$ cat config.mk
export PLATFORM = sky130hd
export DESIGN_NAME = multi_port_id_manager
export DESIGN_NICKNAME = d
export VERILOG_FILES = /design/src/rtl/multi_port_id_manager.sv
export SDC_FILE = /design/constraint.sdc
export NUM_CORES = 1
export LEC_CHECK = 0
export BUFFER_PORTS_ARGS = -buffer_cell sky130_fd_sc_hd__buf_2
export CAP_MARGIN = 10
export CORE_AREA = 5 5 93 95
export DETAILED_ROUTE_END_ITERATION = 8
export DIE_AREA = 0 0 98 100
export GPL_ROUTABILITY_DRIVEN = 0
export MAX_ROUTING_LAYER = met4
export PLACE_DENSITY = 0.63
export SYNTH_ARGS = -nofsm -noshare
export SYNTH_HDL_FRONTEND = slang
export SYNTH_SLANG_ARGS = --single-unit
$ cat constraint.sdc
create_clock -name clk -period 11.7 [get_ports clk]
set_clock_uncertainty 0.2 [all_clocks]
set_input_delay 1.17 -clock clk [delete_from_list [all_inputs] [get_ports clk]]
set_output_delay 1.17 -clock clk [all_outputs]
set_load 0.02 [all_outputs]
$ cat src/rtl/multi_port_id_manager.sv
// In-order ID pool with multi-port allocate, issue and retire plus out-of-order completion.
// Pointers carry a wrap bit so full and empty are distinguishable without a separate counter.
module multi_port_id_manager #(
  parameter int MAX_IDS        = 8,
  parameter int ALLOC_PORTS    = 2,
  parameter int ISSUE_PORTS    = 2,
  parameter int COMPLETE_PORTS = 3,
  parameter int RETIRE_PORTS   = 4,
  localparam int LOG2_IDS = $clog2(MAX_IDS),
  localparam int PW       = LOG2_IDS + 1,
  localparam int AW       = $clog2(ALLOC_PORTS + 1),
  localparam int IW       = $clog2(ISSUE_PORTS + 1),
  localparam int RW       = $clog2(RETIRE_PORTS + 1)
) (
  input  logic                                          clk,
  input  logic                                          rst,
  input  logic [AW-1:0]                                 alloc_req,
  output logic [AW-1:0]                                 alloc_grant,
  output logic [ALLOC_PORTS-1:0][LOG2_IDS-1:0]          alloc_ids,
  input  logic [IW-1:0]                                 issue_req,
  output logic [IW-1:0]                                 issue_grant,
  output logic [ISSUE_PORTS-1:0][LOG2_IDS-1:0]          issue_ids,
  input  logic [COMPLETE_PORTS-1:0]                     complete_valid,
  input  logic [COMPLETE_PORTS-1:0][LOG2_IDS-1:0]       complete_id,
  input  logic                                          flush,
  input  logic                                          retire_hold,
  output logic [RW-1:0]                                 retire_count,
  output logic [RETIRE_PORTS-1:0][LOG2_IDS-1:0]         retire_ids,
  output logic [PW-1:0]                                 free_count,
  output logic [PW-1:0]                                 post_issue_count
);

  logic [PW-1:0]             alloc_ptr, issue_ptr, retire_ptr;
  logic [MAX_IDS-1:0]        done, done_next;
  logic [PW-1:0]             pre_issue_cnt, post_issue_cnt, free_cnt;
  logic [PW-1:0]             a_lim, i_lim;
  logic [RW-1:0]             retire_count_next;
  logic                      run;
  logic [LOG2_IDS-1:0]       ridx;
  logic [LOG2_IDS-1:0]       cmp_off;
  logic [COMPLETE_PORTS-1:0] cmp_legal, cmp_issue_hit;
  logic                      illegal_same, illegal_target;

  assign pre_issue_cnt    = alloc_ptr - issue_ptr;
  assign post_issue_cnt   = issue_ptr - retire_ptr;
  assign free_cnt         = PW'(MAX_IDS) - (alloc_ptr - retire_ptr);
  assign free_count       = free_cnt;
  assign post_issue_count = post_issue_cnt;

  // Grants are capped by port count and occupancy; flush suppresses new allocation only.
  always_comb begin
    a_lim = PW'(alloc_req);
    if (a_lim > PW'(ALLOC_PORTS)) a_lim = PW'(ALLOC_PORTS);
    if (a_lim > free_cnt)         a_lim = free_cnt;
    if (flush)                    a_lim = '0;
    alloc_grant = AW'(a_lim);

    i_lim = PW'(issue_req);
    if (i_lim > PW'(ISSUE_PORTS)) i_lim = PW'(ISSUE_PORTS);
    if (i_lim > pre_issue_cnt)    i_lim = pre_issue_cnt;
    issue_grant = IW'(i_lim);
  end

  always_comb begin
    for (int i = 0; i < ALLOC_PORTS; i++)
      alloc_ids[i] = alloc_ptr[LOG2_IDS-1:0] + LOG2_IDS'(i);
    for (int i = 0; i < ISSUE_PORTS; i++)
      issue_ids[i] = issue_ptr[LOG2_IDS-1:0] + LOG2_IDS'(i);
  end

  // Contiguous run of completed post-issue IDs starting at the retire pointer.
  always_comb begin
    retire_count_next = '0;
    run               = 1'b1;
    ridx              = '0;
    for (int i = 0; i < RETIRE_PORTS; i++) begin
      ridx = retire_ptr[LOG2_IDS-1:0] + LOG2_IDS'(i);
      if (run && (PW'(i) < post_issue_cnt) && done[ridx])
        retire_count_next = retire_count_next + RW'(1);
      else
        run = 1'b0;
    end
    if (retire_hold) retire_count_next = '0;
  end

  always_comb begin
    cmp_off       = '0;
    cmp_legal     = '0;
    cmp_issue_hit = '0;
    for (int c = 0; c < COMPLETE_PORTS; c++) begin
      cmp_off      = complete_id[c] - retire_ptr[LOG2_IDS-1:0];
      cmp_legal[c] = {1'b0, cmp_off} < post_issue_cnt;
      for (int i = 0; i < ISSUE_PORTS; i++)
        if ((IW'(i) < issue_grant) && (issue_ids[i] == complete_id[c]))
          cmp_issue_hit[c] = 1'b1;
    end
  end

  // Issue clears done first so a same-cycle completion of the same ID leaves it set.
  always_comb begin
    done_next = done;
    for (int i = 0; i < ISSUE_PORTS; i++)
      if (IW'(i) < issue_grant)
        done_next[issue_ids[i]] = 1'b0;
    for (int c = 0; c < COMPLETE_PORTS; c++)
      if (complete_valid[c] && (cmp_legal[c] || cmp_issue_hit[c]))
        done_next[complete_id[c]] = 1'b1;
  end

  always_ff @(posedge clk or negedge rst) begin
    if (!rst) begin
      alloc_ptr    <= '0;
      issue_ptr    <= '0;
      retire_ptr   <= '0;
      done         <= '1;
      retire_count <= '0;
      for (int i = 0; i < RETIRE_PORTS; i++)
        retire_ids[i] <= LOG2_IDS'(i);
    end else begin
      if (flush) alloc_ptr <= issue_ptr + PW'(issue_grant);
      else       alloc_ptr <= alloc_ptr + PW'(alloc_grant);
      issue_ptr    <= issue_ptr + PW'(issue_grant);
      retire_ptr   <= retire_ptr + PW'(retire_count_next);
      done         <= done_next;
      retire_count <= retire_count_next;
      for (int i = 0; i < RETIRE_PORTS; i++)
        retire_ids[i] <= retire_ptr[LOG2_IDS-1:0] + LOG2_IDS'(i);
    end
  end

  assign illegal_same   = |(complete_valid & cmp_issue_hit);
  assign illegal_target = |(complete_valid & ~cmp_legal & ~cmp_issue_hit);

  a_no_complete_on_issue: assert property (@(posedge clk) disable iff (!rst) !illegal_same);
  a_complete_post_issue:  assert property (@(posedge clk) disable iff (!rst) !illegal_target);

endmodule

==> results.yml, run 1 <==
setup_path:
  critPathCaptureType: "flop"
  crit_fanout: 15
  crit_path_start_kind: "flop"
  crit_arrival_ps: 4940
  required_ps: 11710
  crit_type: "reg -> reg"
placement:
  dp_slack_ps: 6760
  placed_area_sq_um: 3666
  dp.cells: 484
  port_buffers: 58
  post-dp-hpwl_mm: 6.681
floorplan:
  io_pins: 59
  dieArea_sq_um: 9800
  fp.dieW_microns: 98
  coreArea_sq_um: 7647
  die_height_microns: 100
  start_util_pct: 44.09
  std_cell_rows: 32
grt:
  antenna_found_initial: 0
  grt_pass1_wl_mm: 13.77
  grtUsageTotal_pct: 17.96
  grt.overflow.total: 0
  grt_pass1_vias: 2655
  grt_max_degree: 34
clock_tree:
  clock-root-buffer: "clkbuf_8"
  clkLatencyLatePin_ps: 280
  cts_buffer_depth: 2
  cts_tree: "done"
  clk_pin_slew_ps: 70
  hold_buffers: 0
  htreeDepth: 2
  postCtsSetupBuffers: 0
  cts.repair.resized: 0
  cts_sinks: 33
  numCtsBuffers: 5
drt:
  ant_nets: 0
  viasPerCell: 5.400
  drt-total-wl_mm: 8.271
  drc_errors: 0
  initialDrtViolationCount: 104
  dr_total_vias: 2657
  dr.pass1.iters: 4
  wire_per_inst_microns: 16.81
finish:
  drive_gt1_share_pct: 26.92
  stdcell_area_sq_um: 3800
  antenna_cells: 0
  nets: 454
  layout_commonest_cell: "buf_2"
  final_cell_mix: "58 x buf_2, 38 x inv_1, 36 x ha_1"
  syn2layout_area_growth_pct: 12.69
  final_cells: 492
sta:
  finalSetupViolCount: 0
  worstMarginPinSlew_ps: 723.1
  slew_headroom_pct: 51.79
  slew_viol_final: 0
  fmax_mhz: 202.9
  period_share_pct: 42.13
  finalWorstSetupSlack_ps: 6771
  fin_crit_ps: 4929
  rsz0062_at_grt: "false"
  hold_violations: 0
  finalSetupTns_ps: 0
status:
  outcome: "complete, no violations"
logic_synthesis:
  synth_seq_cells: 33
  ys_seq_area_share_pct: 24.90
  synthesis.area_sq_um: 3372
  synth.avg_cell_area_sq_um: 9.831
  synth_fp_nets: 408
  synthArstFlopShare_pct: 100.0
  ys_types: 67
  synth_edf_count: 0
  yosysWarnings: 0
  syn_inst: 343
  synth_ff_type: "dfrtp_1"
min_path:
  hp-class: "reg -> reg"
job:
  max_cap_violations: 0
final timing paths:
check | startpoint | endpoint | slack, ps | cells after the start
max | issue_ptr[0]$_DFF_PN0_ | retire_ptr[3]$_DFF_PN0_ | 6770 | 19
min | retire_ptr[3]$_DFF_PN0_ | retire_ptr[3]$_DFF_PN0_ | 370 | 1
max in group asynchronous | rst | retire_count[0]$_DFF_PN0_ | 10100 | 1
min in group asynchronous | rst | retire_ptr[3]$_DFF_PN0_ | 740 | 1
max reg2reg | issue_ptr[0]$_DFF_PN0_ | retire_ptr[3]$_DFF_PN0_ | 6770 | 19
min reg2reg | retire_ptr[3]$_DFF_PN0_ | retire_ptr[3]$_DFF_PN0_ | 370 | 1
cells in the mapped netlist, drive strengths merged, types with 5 or more instances:
master / instances / area share, %
a21oi: 12 / 2.1
buf: 15 / 3.2
dfrtp: 22 / 16
dfstp: 11 / 8.6
fa: 9 / 5.3
ha: 36 / 13
inv: 38 / 4.2
mux2i: 6 / 1.9
mux4: 8 / 5.3
nand2: 17 / 1.9
nand3: 8 / 1.5
nor2: 20 / 2.2
nor2b: 5 / 0.93
nor3: 6 / 0.89
o21ai: 6 / 1.0
xnor2: 23 / 6.0
xor2: 19 / 4.9
metrics by stage:
| step | hold slack [ps] | utilization [%] |
|---|---|---|
| 6_report | 372.8 | 49.69 |
| 5_1_grt | 378.5 | 49.69 |
| 3_5_place_dp | 368.0 | 47.94 |
| 3_3_place_gp | 368.2 | 47.94 |
| 4_1_cts | 380.5 | 49.69 |
| 2_1_floorplan | 268.4 | - |
worst max-delay path, stage by stage, from the launching register on:
cell	delay, ps
dfrtp_1	710
clkinv_1	410
ha_1	330
fa_1	380
xor2_1	480
inv_1	110
nor2_1	140
a31oi_1	110
ha_1	250
nand2_1	100
a31oi_1	80
xor2_1	190
ha_1	280
nand2b_1	140
nand3b_1	140
inv_1	80
ha_1	260
a21o_1	170
a21oi_1	160
xnor2_1	130
flip-flops by register name, summed over array words and instances (netlist names):
name	cells
retire_ids	10
alloc_ptr	4
retire_ptr	4
done	8
issue_ptr	4
retire_count	3
routing by layer:
layer  up-vias  global-route usage (%)  part of all wire, %
li1       1304                       -                    -
met1      1261                   24.85                   47
met3         6                   2.641                  5.9
met4         0                   4.047                 0.94
met5         -                       -                    0
met2        86                   28.06                   46
layout make-up:
| type | count | area, sq um |
|---|---|---|
| multi-input combinational | 251 | 2258 |
| sequential | 33 | 839.6 |
| inverter | 40 | 150.1 |
| timing repair buffer | 58 | 290.3 |
| tap | 102 | 127.6 |
| clock buffer | 5 | 68.82 |
| clock inverter | 3 | 65.06 |
| fill | 743 | 3847 |
logic make-up (layout without fill, tap and decap cells):
logic type	after synthesis	count (layout)	share of synthesized area, %
compound gates	65	65	16.10
xor+xnor	42	42	10.91
fa+ha+maj	45	45	18.70
buf+inv	59	106	8.126
flops	33	33	24.90
mux	18	18	8.571
simple gates	81	81	12.69
Power of run 1 is not shown: default switching activity piles up to over one toggle a cycle in this logic, so the estimate is an artifact.
==> inputs of run 2 (changes only) <==
ABC_AREA = 1   (was unset)
CORE_AREA = 5 5 94 96   (was 5 5 93 95)
DIE_AREA = 0 0 99 101   (was 0 0 98 100)
clock period = 5.08 ns   (was 11.7 ns; I/O delays follow)
==> run 2 against run 1 <==
Sequential share of layout area shrank 0.35 points. Final cell count grew 25%. Critical path depth rose by 4. Area after synthesis up 2.6%. Via count grew 16%. Critical endpoint unchanged. Hold slack got worse by 290 ps. First-iteration DRC count up 71%. Core utilization decreased by 1.2 points. Synthesized cell count up 35%. Die area is 2.0% higher. Global-route usage up 0.62 points.
==> results.yml, run 2 <==
setup_path:
  critPathCaptureType: "flop"
  reg2reg_from: "retire_ptr[2]$_DFF_PN0_"
  path_depth: 23
  crit_path_start_kind: "flop"
  crit_chain: "inv_1 -> ha_1 -> a21oi_1 -> o21ai_1 -> xor2_1 -> nand2_1 -> nor2_1 -> inv_1 -> o21ai_1 -> nor3_1 -> ha_1 -> o21ai_1 -> nor3_2 -> nand3_1 -> nand2_1 -> ha_1 -> nand4_1 -> o21ai_0 -> a21oi_1 -> ha_1 -> a21oi_1 -> nand2_1 -> xor2_1"
  crit_arrival_ps: 4390
  required_ps: 5040
  slowest_stage: "dfrtp_1"
  crit_fanout: 12
  crit_buf_inv: 2
  reg2reg_setup_slack_ps: 660
  critPathMaxStageDelay_ps: 670
  cp_common_cell: "ha_1"
  critPathTopFamily: "simple AND/OR/NAND/NOR gates"
  crit_start: "retire_ptr[2]$_DFF_PN0_"
  cp-endpoint: "retire_ptr[3]$_DFF_PN0_"
  timing.rr.end: "retire_ptr[3]$_DFF_PN0_"
  rr_worst_depth: 23
  crit_type: "reg -> reg"
grt:
  grt_max_degree: 34
  grt_pass1_vias: 3134
  grt_pass1_wl_mm: 14.57
  grt.overflow.total: 0
  antenna_found_initial: 0
  grtUsageTotal_pct: 18.58
floorplan:
  dieArea_sq_um: 9999
  die_height_microns: 101
  fp.dieW_microns: 99
  std_cell_rows: 33
  io_pins: 59
  start_util_pct: 43.43
  coreArea_sq_um: 7969
finish:
  multi_input_area_sq_um: 2190
  fillers: 805
  drive_gt1_share_pct: 21.76
  nets: 574
  layout_commonest_cell: "nand2_1"
  largest-register: "retire_ids"
  largest_reg_flops: 10
  antenna_cells: 0
  top_regs: "retire_ids (10), done (8)"
  final_cell_mix: "82 x nand2_1, 67 x inv_1, 58 x buf_2"
  seqCellArea_sq_um: 839.6
  syn2layout_area_growth_pct: 11.57
logic_synthesis:
  synth_common_cells: "82 x nand2_1, 67 x inv_1, 38 x nand3_1"
  synth_seq_cells: 33
  ys_types: 42
  synth.avg_cell_area_sq_um: 7.475
  synth_fp_nets: 528
  synth_edf_count: 0
  yosysTopAreaCellShare_pct: 15.91
  synthesis.area_sq_um: 3461
  synth_largest_area_cell: "dfrtp_1"
  yosysWarnings: 0
  yosysMostFrequentCell: "nand2_1"
  synth_area_leaders: "dfrtp_1 16%, ha_1 13%, nand2_1 8.9%"
  ys_seq_area_share_pct: 24.26
  synth_ff_type: "dfrtp_1"
  syn_inst: 463
  synthArstFlopShare_pct: 100.0
sta:
  fin_crit_ps: 4424
  period_share_pct: 87.09
  rsz0062_at_grt: "false"
  finalSetupTns_ps: 0
  slew_viol_final: 0
  fmax_mhz: 226.0
  slew_headroom_pct: 51.36
  hold_violations: 0
  worstMarginPinSlew_ps: 729.6
  finalSetupViolCount: 0
drt:
  routed-wl-met3_microns: 380
  wire_per_inst_microns: 13.84
  highest_layer: "met4"
  ant_nets: 0
  wl_met2_mm: 3.950
  initialDrtViolationCount: 178
  dr.pass1.iters: 5
  m1WireLength_mm: 4.067
  viasPerCell: 4.993
  drc_errors: 0
  dr_total_vias: 3071
  drt-total-wl_mm: 8.511
clock_tree:
  cts_buffer_depth: 2
  cts_sinks: 33
  postCtsSetupBuffers: 0
  numCtsBuffers: 5
  clk_pin_slew_ps: 70
  cts.repair.resized: 0
  clock-root-buffer: "clkbuf_8"
  clkLatencyLatePin_ps: 280
  cts_tree: "done"
  hold_buffers: 0
  htreeDepth: 2
status:
  outcome: "complete, no violations"
min_path:
  hp-class: "in -> async"
placement:
  post-dp-hpwl_mm: 6.803
  port_buffers: 58
job:
  max_cap_violations: 0
==> run 2: worst register-to-register path, stage by stage (launching register included) <==
cell and delay (ps):
dfrtp_1 670, inv_1 190, ha_1 360, a21oi_1 150, o21ai_1 90, xor2_1 170, nand2_1 120, nor2_1 70
inv_1 50, o21ai_1 70, nor3_1 160, ha_1 230, o21ai_1 90, nor3_2 290, nand3_1 150, nand2_1 100
ha_1 140, nand4_1 100, o21ai_0 160, a21oi_1 80, ha_1 320, a21oi_1 150, nand2_1 80, xor2_1 140
==> run 2: kinds of logic (layout without fill, tap and decap cells) <==
group	Yosys count	after routing	share of synthesized area (%)
AND/OR/NAND/NOR	205	205	28.63
buffers and inverters	100	147	12.47
AO/OA/AOI/OAI	48	48	8.279
adder cells (fa/ha/maj)	45	45	18.22
flip-flops	33	33	24.26
XOR/XNOR	31	31	7.845
multiplexers	1	1	0.2892
==> run 2: worst min path at each step <==
stage | slack [ps] | depth (start not counted) | end | from
2_1_floorplan | 10 | 0 | alloc_ptr[0]$_DFF_PN0_ | rst
4_1_cts | 110 | 1 | retire_ids[5]$_DFF_PN0_ | rst
3_3_place_gp | 330 | 1 | retire_ptr[3]$_DFF_PN0_ | retire_ptr[3]$_DFF_PN0_
5_1_grt | 140 | 1 | retire_ids[4]$_DFF_PN0_ | rst
6_report | 80 | 1 | retire_ids[5]$_DFF_PN0_ | rst
3_5_place_dp | 350 | 1 | retire_ptr[3]$_DFF_PN0_ | retire_ptr[3]$_DFF_PN0_
==> run 2: area by class of cell <==
type / count / share of cell area (%)
sequential: 33 / 21.74
tap: 105 / 3.402
timing repair buffer: 61 / 8.101
multi-input combinational: 330 / 56.71
clock buffer: 8 / 2.333
inverter: 78 / 7.712
==> run 2: metal layers <==
layer,vias to the layer above,global-route usage [%]
met2,72,29.65
met5,-,-
met3,15,3.183
met4,0,5.777
li1,1578,-
met1,1406,24.15
==> run 2: per-stage QoR <==
| stage | utilization (%) | hold WS, ps | area [sq um] | cells | setup WS, ps |
|---|---|---|---|---|---|
| 6_report | 48.45 | 80.06 | 3861 | 615 | 656.0 |
| 5_1_grt | 48.45 | 135.8 | 3861 | 615 | 158.3 |
| 4_1_cts | 48.45 | 110.6 | 3861 | 615 | 684.7 |
| 3_5_place_dp | 47.32 | 352.8 | 3771 | 607 | 686.3 |
| 3_3_place_gp | 47.32 | 334.0 | 3771 | 607 | 862.3 |
| 2_1_floorplan | - | 12.41 | 3461 | 463 | 628.2 |
Power of run 2 is left out for the same reason.
==> inputs of run 3 (changes only) <==
REMOVE_ABC_BUFFERS = 1   (was unset)
==> run 3 against run 2 <==
Sequential cell count is the same. Highest routed layer unchanged. Core utilization is the same. Critical endpoint unchanged. Setup slack lost 210 ps. Wire length shrank 0.47%. Via count grew 1.2%. Global-route usage shrank 1.0 points. Clock-buffer cell count shrank 2. Final cell count grew 0.16%. Design area is the same. Hold slack gained 1.5 ps. Register-to-register slack lost 210 ps.
==> results.yml, run 3 (same netlist as run 2, synthesis figures left out) <==
finish:
  antenna_cells: 0
  layout_commonest_cell: "nand2_1"
  drive_gt1_share_pct: 22.11
  largest_reg_flops: 10
  final_cell_mix: "82 x nand2_1, 67 x inv_1, 58 x buf_2"
  nets: 575
  syn2layout_area_growth_pct: 11.57
  top_regs: "retire_ids (10), done (8)"
  multi_input_area_sq_um: 2190
  final_cells: 616
  fillers: 844
  largest-register: "retire_ids"
  seqCellArea_sq_um: 839.6
setup_path:
  cp_common_cell: "nand2_1"
  cp-endpoint: "retire_ptr[3]$_DFF_PN0_"
  slowest_stage: "dfrtp_1"
  rr_worst_depth: 23
  crit_chain: "inv_1 -> fa_1 -> xor2_1 -> buf_4 -> nand2_1 -> nor2_1 -> inv_1 -> o21ai_1 -> nor3_1 -> ha_1 -> o21ai_1 -> nor3_2 -> nand2_1 -> nand2_1 -> nand2_1 -> ha_1 -> nand4_1 -> o21ai_0 -> a21oi_1 -> ha_1 -> a21oi_1 -> nand2_1 -> xor2_1"
  crit_path_start_kind: "flop"
  timing.rr.end: "retire_ptr[3]$_DFF_PN0_"
  crit_start: "issue_ptr[1]$_DFF_PN0_"
  crit_fanout: 13
  reg2reg_setup_slack_ps: 440
  critPathMaxStageDelay_ps: 670
  required_ps: 5040
  crit_type: "reg -> reg"
  crit_arrival_ps: 4600
  reg2reg_from: "issue_ptr[1]$_DFF_PN0_"
  critPathCaptureType: "flop"
clock_tree:
  hold_buffers: 0
  numCtsBuffers: 5
  cts_sinks: 33
  postCtsSetupBuffers: 0
  htreeDepth: 2
  cts_tree: "done"
  clock-root-buffer: "clkbuf_8"
  cts.repair.resized: 0
  cts_buffer_depth: 2
  clkLatencyLatePin_ps: 280
  clk_pin_slew_ps: 70
drt:
  drt-total-wl_mm: 8.471
  dr_total_vias: 3108
  ant_nets: 0
  initialDrtViolationCount: 86
  viasPerCell: 5.045
  drc_errors: 0
  wire_per_inst_microns: 13.75
  dr.pass1.iters: 4
grt:
  grtUsageTotal_pct: 17.57
  grt_pass1_vias: 3039
  grt_max_degree: 34
  grt_pass1_wl_mm: 13.72
  antenna_found_initial: 0
  grt.overflow.total: 0
sta:
  rsz0062_at_grt: "false"
  hold_violations: 0
  finalSetupViolCount: 0
  fmax_mhz: 215.7
  slew_headroom_pct: 52.19
  finalSetupTns_ps: 0
  fin_crit_ps: 4636
  period_share_pct: 91.27
  worstMarginPinSlew_ps: 717.1
  slew_viol_final: 0
floorplan:
  std_cell_rows: 33
  die_height_microns: 101
  io_pins: 59
  dieArea_sq_um: 9999
  start_util_pct: 43.43
  coreArea_sq_um: 7969
  fp.dieW_microns: 99
status:
  outcome: "complete, no violations"
job:
  max_cap_violations: 0
placement:
  port_buffers: 58
  post-dp-hpwl_mm: 6.904
  dp.cells: 608
min_path:
  hp-class: "in -> async"
run 3: changes by cell type in the layout (fill, tap and decap cells not counted):
cell,previous run,this run
buf_4,3,4
clkbuf_8,6,5
clkinv_2,0,2
clkbuf_1,2,1
run 3: worst min path at each step:
stage | slack (ps) | to | cells past startpoint | start
after floorplan | 10 | alloc_ptr[0]$_DFF_PN0_ | 0 | rst
after global placement | 330 | retire_ptr[3]$_DFF_PN0_ | 1 | retire_ptr[3]$_DFF_PN0_
after detailed placement | 340 | retire_ptr[3]$_DFF_PN0_ | 1 | retire_ptr[3]$_DFF_PN0_
after CTS | 110 | alloc_ptr[3]$_DFF_PN0_ | 1 | rst
after global routing | 140 | retire_ids[1]$_DFF_PN0_ | 1 | rst
final | 80 | retire_ids[1]$_DFF_PN0_ | 1 | rst
run 3: final cells by class:
class / instances / share of cell area, %
Timing Repair Buffer: 62 / 8.296
Tap cell: 105 / 3.402
Sequential cell: 33 / 21.74
Multi-Input combinational cell: 330 / 56.71
Clock buffer: 6 / 1.879
Clock inverter: 2 / 0.2592
Inverter: 78 / 7.712
run 3: worst max-delay path, delay by kind of cell, from the launching register on:
| kind | cells | cell delay [ps] |
|---|---|---|
| buffers and inverters | 3 | 490 |
| and+or+nand+nor | 9 | 1080 |
| xor gates and xnor gates | 2 | 310 |
| AOI/OAI and AO/OA | 5 | 590 |
| DFF | 1 | 670 |
| adders and majority gates | 4 | 1180 |
run 3: layer usage:
metal  wire length (microns)  vias up  track usage [%]
met4                     267        0            7.668
li1                        -     1571                -
met5                       0        -                -
met2                    3783       91            28.20
met1                    3917     1423            22.40
met3                     504       23            2.007
run 3: metrics by stage:
step / cell area, sq um / util, % / setup slack (ps) / hold slack, ps
after floorplan: 3327 / - / 369.4 / 12.41
after global placement: 3779 / 47.42 / 721.5 / 329.8
after detailed placement: 3779 / 47.42 / 483.6 / 343.1
after CTS: 3861 / 48.45 / 454.0 / 112.1
after global routing: 3861 / 48.45 / 74.69 / 143.6
final: 3861 / 48.45 / 443.6 / 81.61
Power of run 3 is left out for the same reason.
